<file path="src/rtl/hangman_host_display_gen.sv">
// ============================================================================
// Module      : hangman_host_display_gen
// Description : Host-side hangman LCD formatter. It tracks the game phase, the
//               revealed letters, the miss count and the wrong-guess history,
//               and drives two centred 16-character ASCII rows.
//               Optional macro DUP_GUESS_FILTER_EN discards repeated misses.
// Revision    : 1.0 - initial release
// ============================================================================
`default_nettype none

module hangman_host_display_gen #(
    parameter int WORD_LEN     = 5,
    parameter int MAX_MISTAKES = 6,
    parameter int GUESS_DEPTH  = 6
) (
    input  logic                    clk,
    input  logic                    nRst,
    input  logic                    new_game,
    input  logic [8*WORD_LEN-1:0]   word,
    input  logic                    guess_valid,
    input  logic [7:0]              letter,
    input  logic [WORD_LEN-1:0]     indexCorrect,
    input  logic                    mistake,
    output logic [127:0]            top,
    output logic [127:0]            bottom,
    output logic [3:0]              num_mistake,
    output logic                    game_over,
    output logic                    win
);

    typedef enum logic [1:0] {
        S_IDLE = 2'd0,
        S_PLAY = 2'd1,
        S_WIN  = 2'd2,
        S_LOSE = 2'd3
    } state_t;

    localparam logic [3:0]   c_MAX_MISS = 4'(MAX_MISTAKES);
    localparam logic [7:0]   c_BLANK    = 8'h5F;
    localparam logic [7:0]   c_SPACE    = 8'h20;
    localparam logic [127:0] c_WIN_TXT  = {24'h57696E, 104'h0};
    localparam logic [127:0] c_LOSE_TXT = {32'h4C6F7365, 96'h0};

    state_t                     r_state;
    logic [8*WORD_LEN-1:0]      r_word;
    logic [WORD_LEN-1:0]        r_rev;
    logic [8*GUESS_DEPTH-1:0]   r_hist;
    logic [3:0]                 r_miss;
    logic [127:0]               r_top;
    logic [127:0]               r_bottom;
    logic                       r_game_over;
    logic                       r_win;

    state_t                     w_state_n;
    logic [8*WORD_LEN-1:0]      w_word_n;
    logic [WORD_LEN-1:0]        w_rev_n;
    logic [8*GUESS_DEPTH-1:0]   w_hist_n;
    logic [3:0]                 w_miss_n;
    logic                       w_dup;
    logic [127:0]               w_mask_txt;
    logic [127:0]               w_word_txt;
    logic [127:0]               w_hist_txt;
    logic [127:0]               w_top_n;
    logic [127:0]               w_bottom_n;

    // Content is left-aligned in a 16-byte buffer; this places it centred.
    function automatic logic [127:0] f_center(input logic [127:0] content, input int len);
        logic [127:0] row;
        int           pl;
        pl  = (16 - len) / 2;
        row = '0;
        for (int j = 0; j < 16; j++) begin
            if (j >= pl && j < pl + len)
                row[8*(15-j) +: 8] = content[8*(15-(j-pl)) +: 8];
            else
                row[8*(15-j) +: 8] = c_SPACE;
        end
        return row;
    endfunction

`ifdef DUP_GUESS_FILTER_EN
    always_comb begin
        w_dup = 1'b0;
        for (int i = 0; i < GUESS_DEPTH; i++) begin
            if (r_hist[8*i +: 8] != c_BLANK && r_hist[8*i +: 8] == letter)
                w_dup = 1'b1;
        end
    end
`else
    assign w_dup = 1'b0;
`endif

    // A hit whose positions are already revealed ORs in nothing, so the
    // duplicate-hit case needs no extra filtering.
    always_comb begin
        w_state_n = r_state;
        w_word_n  = r_word;
        w_rev_n   = r_rev;
        w_hist_n  = r_hist;
        w_miss_n  = r_miss;
        if (new_game) begin
            w_state_n = S_PLAY;
            w_word_n  = word;
            w_rev_n   = '0;
            w_miss_n  = 4'd0;
            w_hist_n  = {GUESS_DEPTH{c_BLANK}};
        end else if (r_state == S_PLAY && guess_valid) begin
            if (mistake) begin
                if (!w_dup) begin
                    w_miss_n = (r_miss >= c_MAX_MISS) ? c_MAX_MISS : r_miss + 4'd1;
                    w_hist_n[8*GUESS_DEPTH-1 -: 8] = letter;
                    for (int i = 1; i < GUESS_DEPTH; i++)
                        w_hist_n[8*(GUESS_DEPTH-1-i) +: 8] = r_hist[8*(GUESS_DEPTH-i) +: 8];
                    if (w_miss_n == c_MAX_MISS)
                        w_state_n = S_LOSE;
                end
            end else begin
                w_rev_n = r_rev | indexCorrect;
                if (&w_rev_n)
                    w_state_n = S_WIN;
            end
        end
    end

    always_comb begin
        w_mask_txt = '0;
        w_word_txt = '0;
        w_hist_txt = '0;
        for (int k = 0; k < WORD_LEN; k++) begin
            w_word_txt[8*(15-k) +: 8] = w_word_n[8*(WORD_LEN-1-k) +: 8];
            w_mask_txt[8*(15-k) +: 8] = w_rev_n[WORD_LEN-1-k] ?
                                        w_word_n[8*(WORD_LEN-1-k) +: 8] : c_BLANK;
        end
        for (int k = 0; k < GUESS_DEPTH; k++)
            w_hist_txt[8*(15-k) +: 8] = w_hist_n[8*(GUESS_DEPTH-1-k) +: 8];

        w_top_n    = '0;
        w_bottom_n = '0;
        case (w_state_n)
            S_PLAY: begin
                w_top_n    = f_center(w_mask_txt, WORD_LEN);
                w_bottom_n = f_center(w_hist_txt, GUESS_DEPTH);
            end
            S_WIN: begin
                w_top_n    = f_center(c_WIN_TXT, 3);
                w_bottom_n = f_center(w_word_txt, WORD_LEN);
            end
            S_LOSE: begin
                w_top_n    = f_center(c_LOSE_TXT, 4);
                w_bottom_n = f_center(w_word_txt, WORD_LEN);
            end
            default: begin
                w_top_n    = '0;
                w_bottom_n = '0;
            end
        endcase
    end

    always_ff @(posedge clk or negedge nRst) begin
        if (!nRst) begin
            r_state     <= S_IDLE;
            r_word      <= '0;
            r_rev       <= '0;
            r_hist      <= '0;
            r_miss      <= 4'd0;
            r_top       <= '0;
            r_bottom    <= '0;
            r_game_over <= 1'b0;
            r_win       <= 1'b0;
        end else begin
            r_state     <= w_state_n;
            r_word      <= w_word_n;
            r_rev       <= w_rev_n;
            r_hist      <= w_hist_n;
            r_miss      <= w_miss_n;
            r_top       <= w_top_n;
            r_bottom    <= w_bottom_n;
            r_game_over <= (w_state_n == S_WIN) || (w_state_n == S_LOSE);
            r_win       <= (w_state_n == S_WIN);
        end
    end

    assign top         = r_top;
    assign bottom      = r_bottom;
    assign num_mistake = r_miss;
    assign game_over   = r_game_over;
    assign win         = r_win;

endmodule

`default_nettype wire
</file>
<file path="config.mk">
export PLATFORM = sky130hd
export DESIGN_NAME = hangman_host_display_gen
export DESIGN_NICKNAME = d
export VERILOG_FILES = /design/src/rtl/hangman_host_display_gen.sv
export SDC_FILE = /design/constraint.sdc
export NUM_CORES = 1
export LEC_CHECK = 0
export ABC_AREA = 1
export CORE_AREA = 2 2 138 140
export DETAILED_ROUTE_END_ITERATION = 8
export DIE_AREA = 0 0 140 142
export GPL_ROUTABILITY_DRIVEN = 0
export PLACE_DENSITY = 0.84
export SKIP_LAST_GASP = 1
export SYNTH_ARGS = -nofsm -noshare
export SYNTH_HDL_FRONTEND = slang
export SYNTH_SLANG_ARGS = --single-unit
</file>
<file path="constraint.sdc">
create_clock -name clk -period 3.06 [get_ports clk]
set_input_delay 0.612 -clock clk [delete_from_list [all_inputs] [get_ports clk]]
set_output_delay 0.612 -clock clk [all_outputs]
set_load 0.02 [all_outputs]
</file>
==> results.md <==
- Status: complete, but fails checks
- Failing checks: design-rule violations
- Row cnt: 50
- Fmax: 0.404 GHz
- HP Class: in -> async
- GRT Resource Usage Total: 22.1%
- Top-count cell post-synth: nand2_1
- Cells along the critical path: clkdlybuf4s50_1
- Share of layout cells above drive strength 1: roughly 6%
- Critical-path top delay cell: clkdlybuf4s50_1
- Max cap viols: 0
- Largest cells by area after synthesis: dfrtp_1 55%, buf_4 15%, nand2_1 11%, nand3_1 6.9%, nor2_1 4.0%
- Clock skew: 0.00895 ns
- Power Dens Cells: 573 nW/um^2
- Number of flops mapped to enable cells by yosys: 0
- CP bufs+invs: 1
- Worst path max stage delay: around 0.72 ns
- # fillers: between 1.5k and 2k
- Critical path peak fanout: 21
- CP startpoint kind: flip-flop
- Setup_tns: 0 ns
- Core Region: 18500 sq um
- Synth unique cells: 25
- Post CTS Setup Buffer Count: 0
- Longest Clk Path Bufs: 2
- Synth-to-layout area growth: 21.7%
- Post-synth design cell area: between 8000 and 9000 sq um
- Initial core utilization: between 40 and 50%
- Diodes inserted: 0
- Avg Cell Area, Syn: slightly below 9 sq um
- Largest net degree at the start of global routing: 87
- I/O Buffers: about 170
- Synth Register Bits: 190
- Crit Path Category: reg -> out
- Die Y: ~140 um
- Final WL: around 22000 um
- Final Worst Setup Slack: 0.586 ns
- Avg WL per Cell: 16.3 um
- Most instantiated cells after synthesis: 246 x nand2_1, 190 x dfrtp_1, 172 x buf_4, 120 x nand3_1, 92 x nor2_1
- Synth area leader: dfrtp_1
- Num CTS Buffers: 17
- CP Data Arrival Time: between 1.5 and 2 ns
- Crit end category: primary output
- Final Critical Period: roughly 2.5 ns
- Slew Limit Fails: 0
- Clk Latency, worst-skew pair: roughly 0.44 ns
- Final-report setup violation count: 0
- Number of global-route vias before repair: approximately 6.3k
- Post-Place Cells: between 1k and 1.5k
- Die area: approximately 20000 sq um
- Dpl ws: 0.464 ns
- CP required: around 2.5 ns
- Via count: 6621
- RSZ-0062 raised after global routing: no
- DR DRC count: 11
- First drt pass iteration count: 7
- Hold slack: 0.195 ns
- Hold-fix buffers at CTS: 0
- Ys flop type: dfrtp_1
- Clock transition at the registers of the reported paths: ~0.06 ns
- TritonCTS clock tree: yes
- Max-Slew Margin vs Limit: a little under three fifths
- Top delay family on crit path: buffers and inverters
- Synth top area share: approximately 55%
- Share of synthesized flip-flops with an asynchronous set or reset: 100%
- Post-synthesis instance total: 976
- Max IR drop VDD: 0.402 mV
- Slew @ Worst Pin: roughly 0.65 ns
- I/O Pins: 320
- First-pass GRT wire length: ~34000 um
- Final net count: between 1k and 1.5k
- Vias per Instance: between 4 and 5
- Final ANT Viol Nets: 0
- CTS sink cnt: 190
- Synth Warn #: 0
- H-tree Lvls: 4
- Leak: between 5 and 6 nW
- Fin cells: about 1.4k
- Gr ovfl total: 0
- Post-cts sizing count: 0
- Sequential cell area fraction in the yosys report: a little over half
- Final period util: 80.8%
- Root Driver: clkbuf_16
- Die Span X: roughly 140 um
- Post-DP HPWL: ~15000 um
- Initial antenna violation count: 0
- Count of final hold-check violations: 0
- Iter 0 DRT Violations: about 630
## logic make-up after synthesis
kind of cell,count (synthesis),synth area share (%)
simple gates,467,22.4
buf+inv,262,19.2
flops,190,54.8
compound gates,54,3.26
fa+ha+maj,2,0.288
other cells,1,0.0432
## through the flow
| step | total power [W] | utilization (%) | instance area (sq um) |
|---|---|---|---|
| 6_report | 0.00605 | 57.2 | 10600 |
| 5_1_grt | 0.00627 | 57.2 | 10600 |
| 4_1_cts | 0.00607 | 57.2 | 10600 |
| 3_5_place_dp | 0.00377 | 53.9 | 9950 |
| 3_3_place_gp | 0.00375 | 53.9 | 9950 |
| 2_1_floorplan | 0.00348 | - | 9230 |
## final cells by class
type / count / area [sq um] / area share, %
clock inverter: 9 / 133 / 1.26
tap: 234 / 293 / 2.77
inverter: 47 / 178 / 1.68
multi-input combinational: 670 / 2810 / 26.6
sequential: 190 / 4750 / 45.0
clock buffer: 22 / 484 / 4.58
timing repair buffer: 191 / 1910 / 18.1
## metal layers
metal,vias up,global-route usage (%),wire length [um]
met2,367,37.8,11300
met3,47,6.46,2070
met5,-,0,0
met1,3196,26.6,8280
li1,3011,-,-
met4,0,8.83,663
## placed cells by master, fill, tap and decap left out, drive strengths merged
cell type	Yosys	final
a211oi	1	1
a21oi	17	17
a31oi	2	2
buf	186	20
bufinv	0	3
clkbuf	29	23
clkdlybuf4s50	0	170
clkinv	0	5
clkinvlp	0	1
conb	1	147
dfrtp	190	190
ha	2	2
inv	47	47
nand2	249	249
nand3	120	120
nand3b	1	1
nor2	96	96
o21ai	34	34
or2	1	1
## sequential cells by signal, summed over array words and instances (netlist names)
signal / count
bottom: 49
game_over: 1
num_mistake: 4
r_hist: 48
r_rev: 5
r_state: 2
r_word: 40
top: 40
win: 1
## worst paths after layout
path,from,endpoint,slack [ns],cells after the start
max,bottom[117]$_DFF_PN0_,top[5],0.59,1
min,nRst,num_mistake[0]$_DFFE_PN0P_,0.20,1
max reg2reg,num_mistake[0]$_DFFE_PN0P_,top[71]$_DFF_PN0_,0.78,9
min reg2reg,r_word[12]$_DFF_PN0_,r_word[12]$_DFF_PN0_,0.50,2
max in group asynchronous,nRst,top[78]$_DFF_PN0_,2.10,2
min in group clk,r_word[12]$_DFF_PN0_,r_word[12]$_DFF_PN0_,0.50,2
## power by group
part | switching (W) | internal, W | total, W
Sequential | 0.0000919 | 0.00269 | 0.00278
Clock | 0.000944 | 0.00137 | 0.00231
Combinational | 0.000632 | 0.000329 | 0.000961
Total | 0.00167 | 0.00439 | 0.00605
(Power assumes the default switching activity.)
